[src/rtl/hazard_pkg.sv]
// Shared types and constants for the D-stage hazard scoreboard: slot entry layout,
// the "operand unused" Tuse marker, MDU latencies and forward-select encodings.
package hazard_pkg;

  localparam int SB_RAW       = 5;
  localparam int SB_TW        = 4;
  localparam int MULT_CYC_DEF = 5;
  localparam int DIV_CYC_DEF  = 10;

  localparam logic [SB_TW-1:0] TUSE_NONE = SB_TW'(7);

  localparam logic [1:0] FWD_GRF = 2'd0;
  localparam logic [1:0] FWD_E   = 2'd1;
  localparam logic [1:0] FWD_M   = 2'd2;
  localparam logic [1:0] FWD_W   = 2'd3;

  typedef struct packed {
    logic              valid;
    logic [SB_RAW-1:0] a3;
    logic [SB_TW-1:0]  tnew;
  } sb_entry_t;

endpackage

[src/rtl/mdu_busy_counter.sv]
// Multiply/divide occupancy counter: loads the op latency on issue, counts down to idle.
module mdu_busy_counter
  import hazard_pkg::*;
#(
  parameter int MULT_CYC = MULT_CYC_DEF,
  parameter int DIV_CYC  = DIV_CYC_DEF
) (
  input  logic clk,
  input  logic reset,
  input  logic load,
  input  logic isdiv,
  output logic busy
);

  localparam int MAXC = (DIV_CYC > MULT_CYC) ? DIV_CYC : MULT_CYC;
  localparam int CW   = $clog2(MAXC + 1);

  logic [CW-1:0] count_q, count_d;

  always_comb begin
    count_d = count_q;
    if (load) begin
      count_d = isdiv ? CW'(DIV_CYC) : CW'(MULT_CYC);
    end else if (count_q != '0) begin
      count_d = count_q - CW'(1);
    end
  end

  always_ff @(posedge clk or posedge reset) begin
    if (reset) count_q <= '0;
    else       count_q <= count_d;
  end

  assign busy = (count_q != '0);

endmodule

[src/rtl/hazard_scoreboard.sv]
// D-stage hazard controller: in-flight GRF writer scoreboard (E..W) driving stall,
// bubble and forward selects, plus multiply/divide unit interlock.
module hazard_scoreboard
  import hazard_pkg::*;
#(
  parameter int NSTAGE   = 3,
  parameter int RAW      = SB_RAW,
  parameter int TW       = SB_TW,
  parameter int MULT_CYC = MULT_CYC_DEF,
  parameter int DIV_CYC  = DIV_CYC_DEF
) (
  input  logic          clk,
  input  logic          reset,
  input  logic [RAW-1:0] D_rs_addr,
  input  logic [RAW-1:0] D_rt_addr,
  input  logic [TW-1:0]  D_rs_Tuse,
  input  logic [TW-1:0]  D_rt_Tuse,
  input  logic [TW-1:0]  D_Tnew,
  input  logic [RAW-1:0] D_A3,
  input  logic          D_GRF_write,
  input  logic          D_MDU_start,
  input  logic          D_MDU_isdiv,
  input  logic          D_MDU_use,
  output logic          stall,
  output logic          E_bubble,
  output logic [1:0]    D_rs_fwd_sel,
  output logic [1:0]    D_rt_fwd_sel,
  output logic          mdu_busy
);

  sb_entry_t slot_q [NSTAGE];
  sb_entry_t slot_d [NSTAGE];
  logic      rs_stall, rt_stall, mdu_stall;

  // Only the newest (lowest index) match counts; older writers of the same
  // register are shadowed for both stall and forwarding.
  function automatic logic [2:0] lookup(input sb_entry_t s [NSTAGE],
                                        input logic [RAW-1:0] r,
                                        input logic [TW-1:0] tuse);
    logic       found;
    logic       stl;
    logic [1:0] sel;
    found = 1'b0;
    stl   = 1'b0;
    sel   = FWD_GRF;
    for (int i = 0; i < NSTAGE; i++) begin
      if (!found && s[i].valid && s[i].a3 == r && r != '0) begin
        found = 1'b1;
        stl   = (tuse != TUSE_NONE) && (s[i].tnew > tuse);
        if (s[i].tnew == '0) sel = 2'(i + 1);
      end
    end
    return {stl, sel};
  endfunction

  always_comb begin
    {rs_stall, D_rs_fwd_sel} = lookup(slot_q, D_rs_addr, D_rs_Tuse);
    {rt_stall, D_rt_fwd_sel} = lookup(slot_q, D_rt_addr, D_rt_Tuse);
    mdu_stall = D_MDU_use && mdu_busy;
    stall     = rs_stall || rt_stall || mdu_stall;
    E_bubble  = stall;
  end

  always_comb begin
    slot_d[0] = '0;
    if (!stall) begin
      slot_d[0].valid = D_GRF_write && (D_A3 != '0);
      slot_d[0].a3    = D_A3;
      slot_d[0].tnew  = D_Tnew;
    end
    for (int i = 1; i < NSTAGE; i++) begin
      slot_d[i] = slot_q[i-1];
      if (slot_q[i-1].tnew != '0) slot_d[i].tnew = slot_q[i-1].tnew - 1'b1;
    end
  end

  always_ff @(posedge clk or posedge reset) begin
    if (reset) begin
      for (int i = 0; i < NSTAGE; i++) slot_q[i] <= '0;
    end else begin
      for (int i = 0; i < NSTAGE; i++) slot_q[i] <= slot_d[i];
    end
  end

  mdu_busy_counter #(
    .MULT_CYC(MULT_CYC),
    .DIV_CYC (DIV_CYC)
  ) u_mdu (
    .clk  (clk),
    .reset(reset),
    .load (D_MDU_start && !stall),
    .isdiv(D_MDU_isdiv),
    .busy (mdu_busy)
  );

endmodule

[config.mk]
export PLATFORM = sky130hd
export DESIGN_NAME = hazard_scoreboard
export DESIGN_NICKNAME = d
export VERILOG_FILES = /design/src/rtl/hazard_pkg.sv /design/src/rtl/mdu_busy_counter.sv /design/src/rtl/hazard_scoreboard.sv
export SDC_FILE = /design/constraint.sdc
export NUM_CORES = 1
export LEC_CHECK = 0
export CELL_PAD_IN_SITES_DETAIL_PLACEMENT = 1
export CELL_PAD_IN_SITES_GLOBAL_PLACEMENT = 2
export CORE_MARGIN = 4
export CORE_UTILIZATION = 40
export CTS_BUF_LIST = sky130_fd_sc_hd__clkbuf_4
export DETAILED_ROUTE_END_ITERATION = 8
export DONT_BUFFER_PORTS = 1
export HOLD_SLACK_MARGIN = 0.1
export MAX_ROUTING_LAYER = met4
export PLACE_DENSITY = 0.83
export SETUP_SLACK_MARGIN = 0.1
export SYNTH_ARGS = -nofsm -noshare
export SYNTH_HDL_FRONTEND = slang
export SYNTH_SLANG_ARGS = --single-unit
[constraint.sdc]
create_clock -name clk -period 2.7 [get_ports clk]
set_clock_uncertainty 0.05 [all_clocks]
set_input_delay 0.405 -clock clk [delete_from_list [all_inputs] [get_ports clk]]
set_output_delay 0.405 -clock clk [all_outputs]
set_load 0.02 [all_outputs]
After elaboration in Yosys (flattened, before gate mapping)
Cells that the tools add are included. W data, S select, Z words.

Bits in registers: 34. Input bits: 33. Output and inout bits: 7. Logic and storage cells: 96.

Add/subtract/negate cells: 3. Order comparisons: 6. Eq/ne operators: 8. Muxes and demuxes: 27. Reduce and logical (&&, ||, !) cells: 42.

Operators by type and width (count): $eq A5 B5 Y1 (6); $logic_and A1 B1 Y1 (25); $gt A4 B4 Y1 (6); $mux W4 (5); $mux W2 (8); $reduce_bool A5 Y1 (3); $mux W1 (13); $logic_not A4 Y1 (3); $reduce_bool A4 Y1 (3); $sub A4 B1 Y4 const B (3); $mux W10 (1); $ne A4 B3 Y1 const B (2); $logic_not A1 Y1 (5); $logic_or A1 B1 Y1 (2); $reduce_bool A2 Y1 (1).

Logic depth before layout (Yosys ltp)
Depth after elaboration: 19. Gate-level depth with buffers: 11. Depth with buffers taken out: 9.

By module
Synthesis repeated with hierarchy kept, for this count alone.

Cell total of the unflattened synthesis: 241. Area, all modules: 2422.3 sq um.

By module, submodules not included: hazard_scoreboard (instances 1, cells each 213, area an instance 2159.6 sq um, sequential area each 750.7 sq um); mdu_busy_counter (instances 1, cells each 28, area an instance 262.8 sq um, sequential area each 100.1 sq um).

Worst setup path after synthesis
Ideal clock, no wire load.

Path type: input port to output port. Start: input port D_rt_addr[1]. End: output port stall. Data arrival time: 2.199 ns. Data required time: 2.245 ns. Slack: 0.046 ns. Cell stages on the path: 9. Buffers on the path: 2. Cells stage by stage: or4_1 > nor2_1 > nor4_1 > nand4b_1 > a31oi_1 > nor3_1 > buf_2 > inv_1 > buf_4.

Word-level cells in the longest chain between the ends: 16. Elaborated cells on any way between the ends: 21. Those cells by class: 3 x eq/ne; 5 x mux; 13 x reduce/logical.

Ends and longest elaborated chain: start: declaration (RTL line hazard_scoreboard.sv:15) `input logic [RAW-1:0] D_rt_addr,`; $eq A5 B5 Y1 (RTL line hazard_scoreboard.sv:47) `if (!found && s[i].valid && s[i].a3 == r && r != '0) begin`; $logic_and A1 B1 Y1 (2 in a row) (RTL line hazard_scoreboard.sv:47); $mux W1 (RTL line hazard_scoreboard.sv:47); $logic_not A1 Y1 (RTL line hazard_scoreboard.sv:47); $logic_and A1 B1 Y1 (3 in a row) (RTL line hazard_scoreboard.sv:47); $mux W1 (RTL line hazard_scoreboard.sv:47); $logic_not A1 Y1 (RTL line hazard_scoreboard.sv:47); $logic_and A1 B1 Y1 (3 in a row) (RTL line hazard_scoreboard.sv:47); $mux W1 * (RTL line hazard_scoreboard.sv:47); $logic_or A1 B1 Y1 * (2 in a row) (RTL line hazard_scoreboard.sv:60) `stall = rs_stall || rt_stall || mdu_stall;`; end: declaration (RTL line hazard_scoreboard.sv:24) `output logic stall,`.

Mark *: on every way between the ends. The rest lies on a longest branch, timed or not.

Final worst setup path
Start: register, netlist name slot_q[13]. End: output port E_bubble.

Word-level cells in the longest chain between the ends: 6. Elaborated cells on any way between the ends: 10. Those cells by class: 2 x order compare; 4 x mux; 4 x reduce/logical.

Ends and longest elaborated chain: $gt A4 B4 Y1 (RTL line hazard_scoreboard.sv:49) `stl = (tuse != TUSE_NONE) && (s[i].tnew > tuse);`; $logic_and A1 B1 Y1 (RTL line hazard_scoreboard.sv:49); $mux W1 (2 in a row) (RTL line hazard_scoreboard.sv:47); $logic_or A1 B1 Y1 * (2 in a row) (RTL line hazard_scoreboard.sv:60); end: declaration (RTL line hazard_scoreboard.sv:25) `output logic E_bubble,`.

Marked as above.

==> key figures <==
GRT
  – Gr usage total: 17.6%
  – Vias in the first global route: about 1900
  – First-pass GRT wire length: around 9500 um
  – Maximum number of pins on one net before global-route repair: 35
  – Grt ovf: 0
  – Initial antenna violation count: 0

Detailed routing
  – Vias after detailed routing: around 1800
  – Post-DR vias/cell: 5.34
  – WL per Instance: 18.1 um
  – DRC marker count from the first detailed-route iteration: slightly above 60
  – Post-route ant nets: 0
  – Drc violations: 0
  – Drt pass-1 iters: 4
  – Total Wirelength: roughly 6000 um

Layout
  – Most frequent cells in the layout: dfrtp_1, ha_1, xnor2_1
  – Multi-input gate area: 1480 um2
  – N_diodes: 0
  – Reg area: 857 um2
  – Finished Core Util: 49.4%
  – Most common cell after layout, fill and taps aside: dfrtp_1
  – Layout area overhead: 19.8%
  – Share of post-route cells with drive strength above 1: 19.4%
  – Fill cells: 634
  – Design area: 2740 um2
  – Layout Nets: 318
  – Post-route insts no fill: 330

Setup path
  – Worst flop-to-flop path endpoint: u_mdu.count_q[2]$_DFFE_PP0P_
  – Critical Path Start Type: flop
  – Worst EP required: between 2 and 2.5 ns
  – Critical path type: flop to primary output
  – Critical path arrival: around 2.3 ns
  – CP max stage cell: dfrtp_2
  – Worst setup EP type: primary output
  – Internal reg-to-reg setup slack: between 0.15 and 0.2 ns
  – Critical path's most frequent cell: nor3_4
  – Critical Path Max Stage Delay: roughly 0.46 ns
  – Worst Path Max Fanout: 6
  – Worst r2r src: slot_d[18]$_DFF_PP0_
  – Cell count of the worst reg-to-reg path: 9
  – CP cell instances: ha_1 > nand3_1 > o22ai_1 > o221ai_1 > nor3_4 > nor3_4 > inv_2 > buf_6

Synthesis
  – Combinational family with the most area after synthesis: simple AND/OR/NAND/NOR gates
  – Post-synthesis xor/xnor area fraction: a little over an eighth
  – Number of flops mapped to enable cells by yosys: 0
  – Post-synth ARST share: 100%
  – Sequential area share after synthesis: about 37%
  – Seq cells post-synth: 34
  – Cells after Synth: 231
  – Syn Area/Cell: a little under 10 um2
  – YS warnings: 0
  – Synth Area in Compound Gates: between 8 and 9%
  – Syn_nets: roughly 290
  – Most used DFF post-synth: dfrtp_1
  – Simple-gate share of the synthesized area: 18.7%
  – Unique cell type count in the Yosys netlist: 37
  – Adder-cell area share of the yosys netlist: roughly 15%
  – Mux cell area share after synthesis: ~2.7%
  – Cell area after synthesis: between 2000 and 2500 um2

STA
  – Slew Viols, Final: 0
  – Post-route minimum period: between 2 and 3 ns
  – Worst slew pin tran: approximately 0.48 ns
  – Slew margin rel.: 68.2%
  – Final worst slack: -0.00200 ns
  – Tcrit/Tclk final: 100%
  – Max Fclk: roughly 370 MHz
  – Hold Violations, Final: 0
  – RSZ-0062 raised after global routing: true
  – Setup-failing EPs final: 2

Floorplanning
  – Io pins: 40
  – Die Footprint: between 6000 and 7000 um2
  – Chip Height: 83.6 um
  – FP Rows: 27
  – Initial Util: 41.3%
  – Die Wd: 83.6 um
  – Core area: roughly 5500 um2

Placement
  – Detailed placement HPWL: between 4000 and 5000 um
  – Placed insts: ~310
  – Gpl congestion: roughly 0.77
  – Port bufs: 0
  – Post-DP Area: 2440 um2

Clocking
  – Maximum buffer depth of the clock tree: 2
  – CTS Buf Count: 5
  – CTS tree: built
  – CTS sink cnt: 34
  – Root Driver: clkbuf_4
  – Clk_lat worst skew: about 0.33 ns
  – H-tree levels: 2
  – Clk pin slew, worst setup/hold paths: 0.10 ns

Power
  – Clock power frac: 14.7%
  – Net Sw Frac: approximately two fifths
  – Power per Cell Area: 681 nW/um2
  – NetSw: between 0.7 and 0.8 mW
  – Combinational power share: 44.0%
  – Overall power: about 1.9 mW
  – Sequential share of power: about 41%
  – Internal: around 1.1 mW
  – IR Drop Worst-Case VDD: 436 uV
  – Leakage power: 1.24 nW

Worst hold path
  – Hold crit path type: input port to flop
  – Hold_sp: D_MDU_isdiv
  – Hold Path Cell Cnt: 1
  – Worst Hold End: u_mdu.count_q[2]$_DFFE_PP0P_

Run status
  – Outcome: finished, violations left
  – Failing checks: setup timing

Job
  – Max Cap Viol: 0
==> area by class of cell <==
cell class              instances  share of cell area, %
clock buffers                   6                   1.65
clock inverters                 2                  0.320
inverters                      22                   3.02
multi-input cells             173                   54.2
flip-flops and latches         34                   31.3
well taps                      72                   3.29
repair buffers                 21                   6.22
==> cells by family after synthesis <==
| group | count (synthesis) |
|---|---|
| compound gates | 33 |
| xor+xnor | 34 |
| fa+ha+maj | 28 |
| buf+inv | 24 |
| flops | 34 |
| mux | 6 |
| simple gates | 72 |
==> repair_timing <==
item | 4_1_cts | 5_1_grt
buffers inserted | 3 | 6
hold endpoints to repair | 34 | 1
endpoints found under the setup margin | 4 | 6
gates resized for setup | 11 | 19
pin swaps | 5 | 7
hold buffers | 1 | 1
==> worst max-delay path: cells and delay by family, from the launching register on <==
family,cells,cell delay [ns]
AND/OR/NAND/NOR,3,0.52
flip-flops,1,0.46
AO/OA/AOI/OAI,2,0.43
adder cells (fa/ha/maj),1,0.30
buffers and inverters,2,0.21
==> how the worst max path moves through the flow <==
stage                         startpoint        to  slack [ns]
floorplan                   D_rt_addr[1]     stall        0.17
global placement            D_rs_addr[2]  E_bubble        0.13
detailed placement          D_rs_addr[2]  E_bubble        0.09
CTS                  slot_q[1]$_DFF_PP0_  E_bubble      -0.002
global route        slot_q[13]$_DFF_PP0_  E_bubble       -0.16
finish              slot_q[13]$_DFF_PP0_  E_bubble      -0.002
==> per-stage QoR <==
| step | hold slack [ns] | TNS, ns | setup slack, ns |
|---|---|---|---|
| 5_1_grt | 0.102 | -0.323 | -0.162 |
| 6_report | 0.130 | -0.00400 | -0.00200 |
| 3_3_place_gp | 0.350 | 0 | 0.127 |
| 4_1_cts | 0.117 | -0.00397 | -0.00199 |
| 3_5_place_dp | 0.351 | 0 | 0.0917 |
| 2_1_floorplan | 0.316 | 0 | 0.171 |
==> Yosys cell counts (6+ instances only) <==
library cell  count  area (um2)
nor3_1            6        30.0
a21oi_1          12        60.1
o21ai_0           7        35.0
xor2_1           11        96.3
and2_1           10        62.6
dfrtp_1          34         851
nand2_1          13        48.8
ha_1             28         350
nand4_1          10        62.6
xnor2_1          23         201
inv_1            22        82.6
nand3_1           7        35.0
==> routing by layer <==
metal | GRT usage, % | vias up | share of wire, %
met5 | - | - | 0
met3 | 2.76 | 2 | 2.8
met2 | 29.2 | 26 | 51
li1 | - | 866 | -
met4 | 4.39 | 0 | 0.45
met1 | 22.4 | 869 | 45
==> power groups by stage <==
stage | clock network (mW) | registers (mW) | logic [mW]
finish | 0.274 | 0.771 | 0.820
global route | 0.310 | 0.790 | 0.942
CTS | 0.284 | 0.765 | 0.747
detailed placement | 0 | 0.780 | 0.703
global placement | 0 | 0.775 | 0.675
floorplan | 0 | 0.731 | 0.534
==> sequential cells by signal (all words and copies together) (netlist names) <==
register	flops
slot_q	18
slot_d	12
u_mdu.count_q	4
Power figures use the tool's default switching activity.
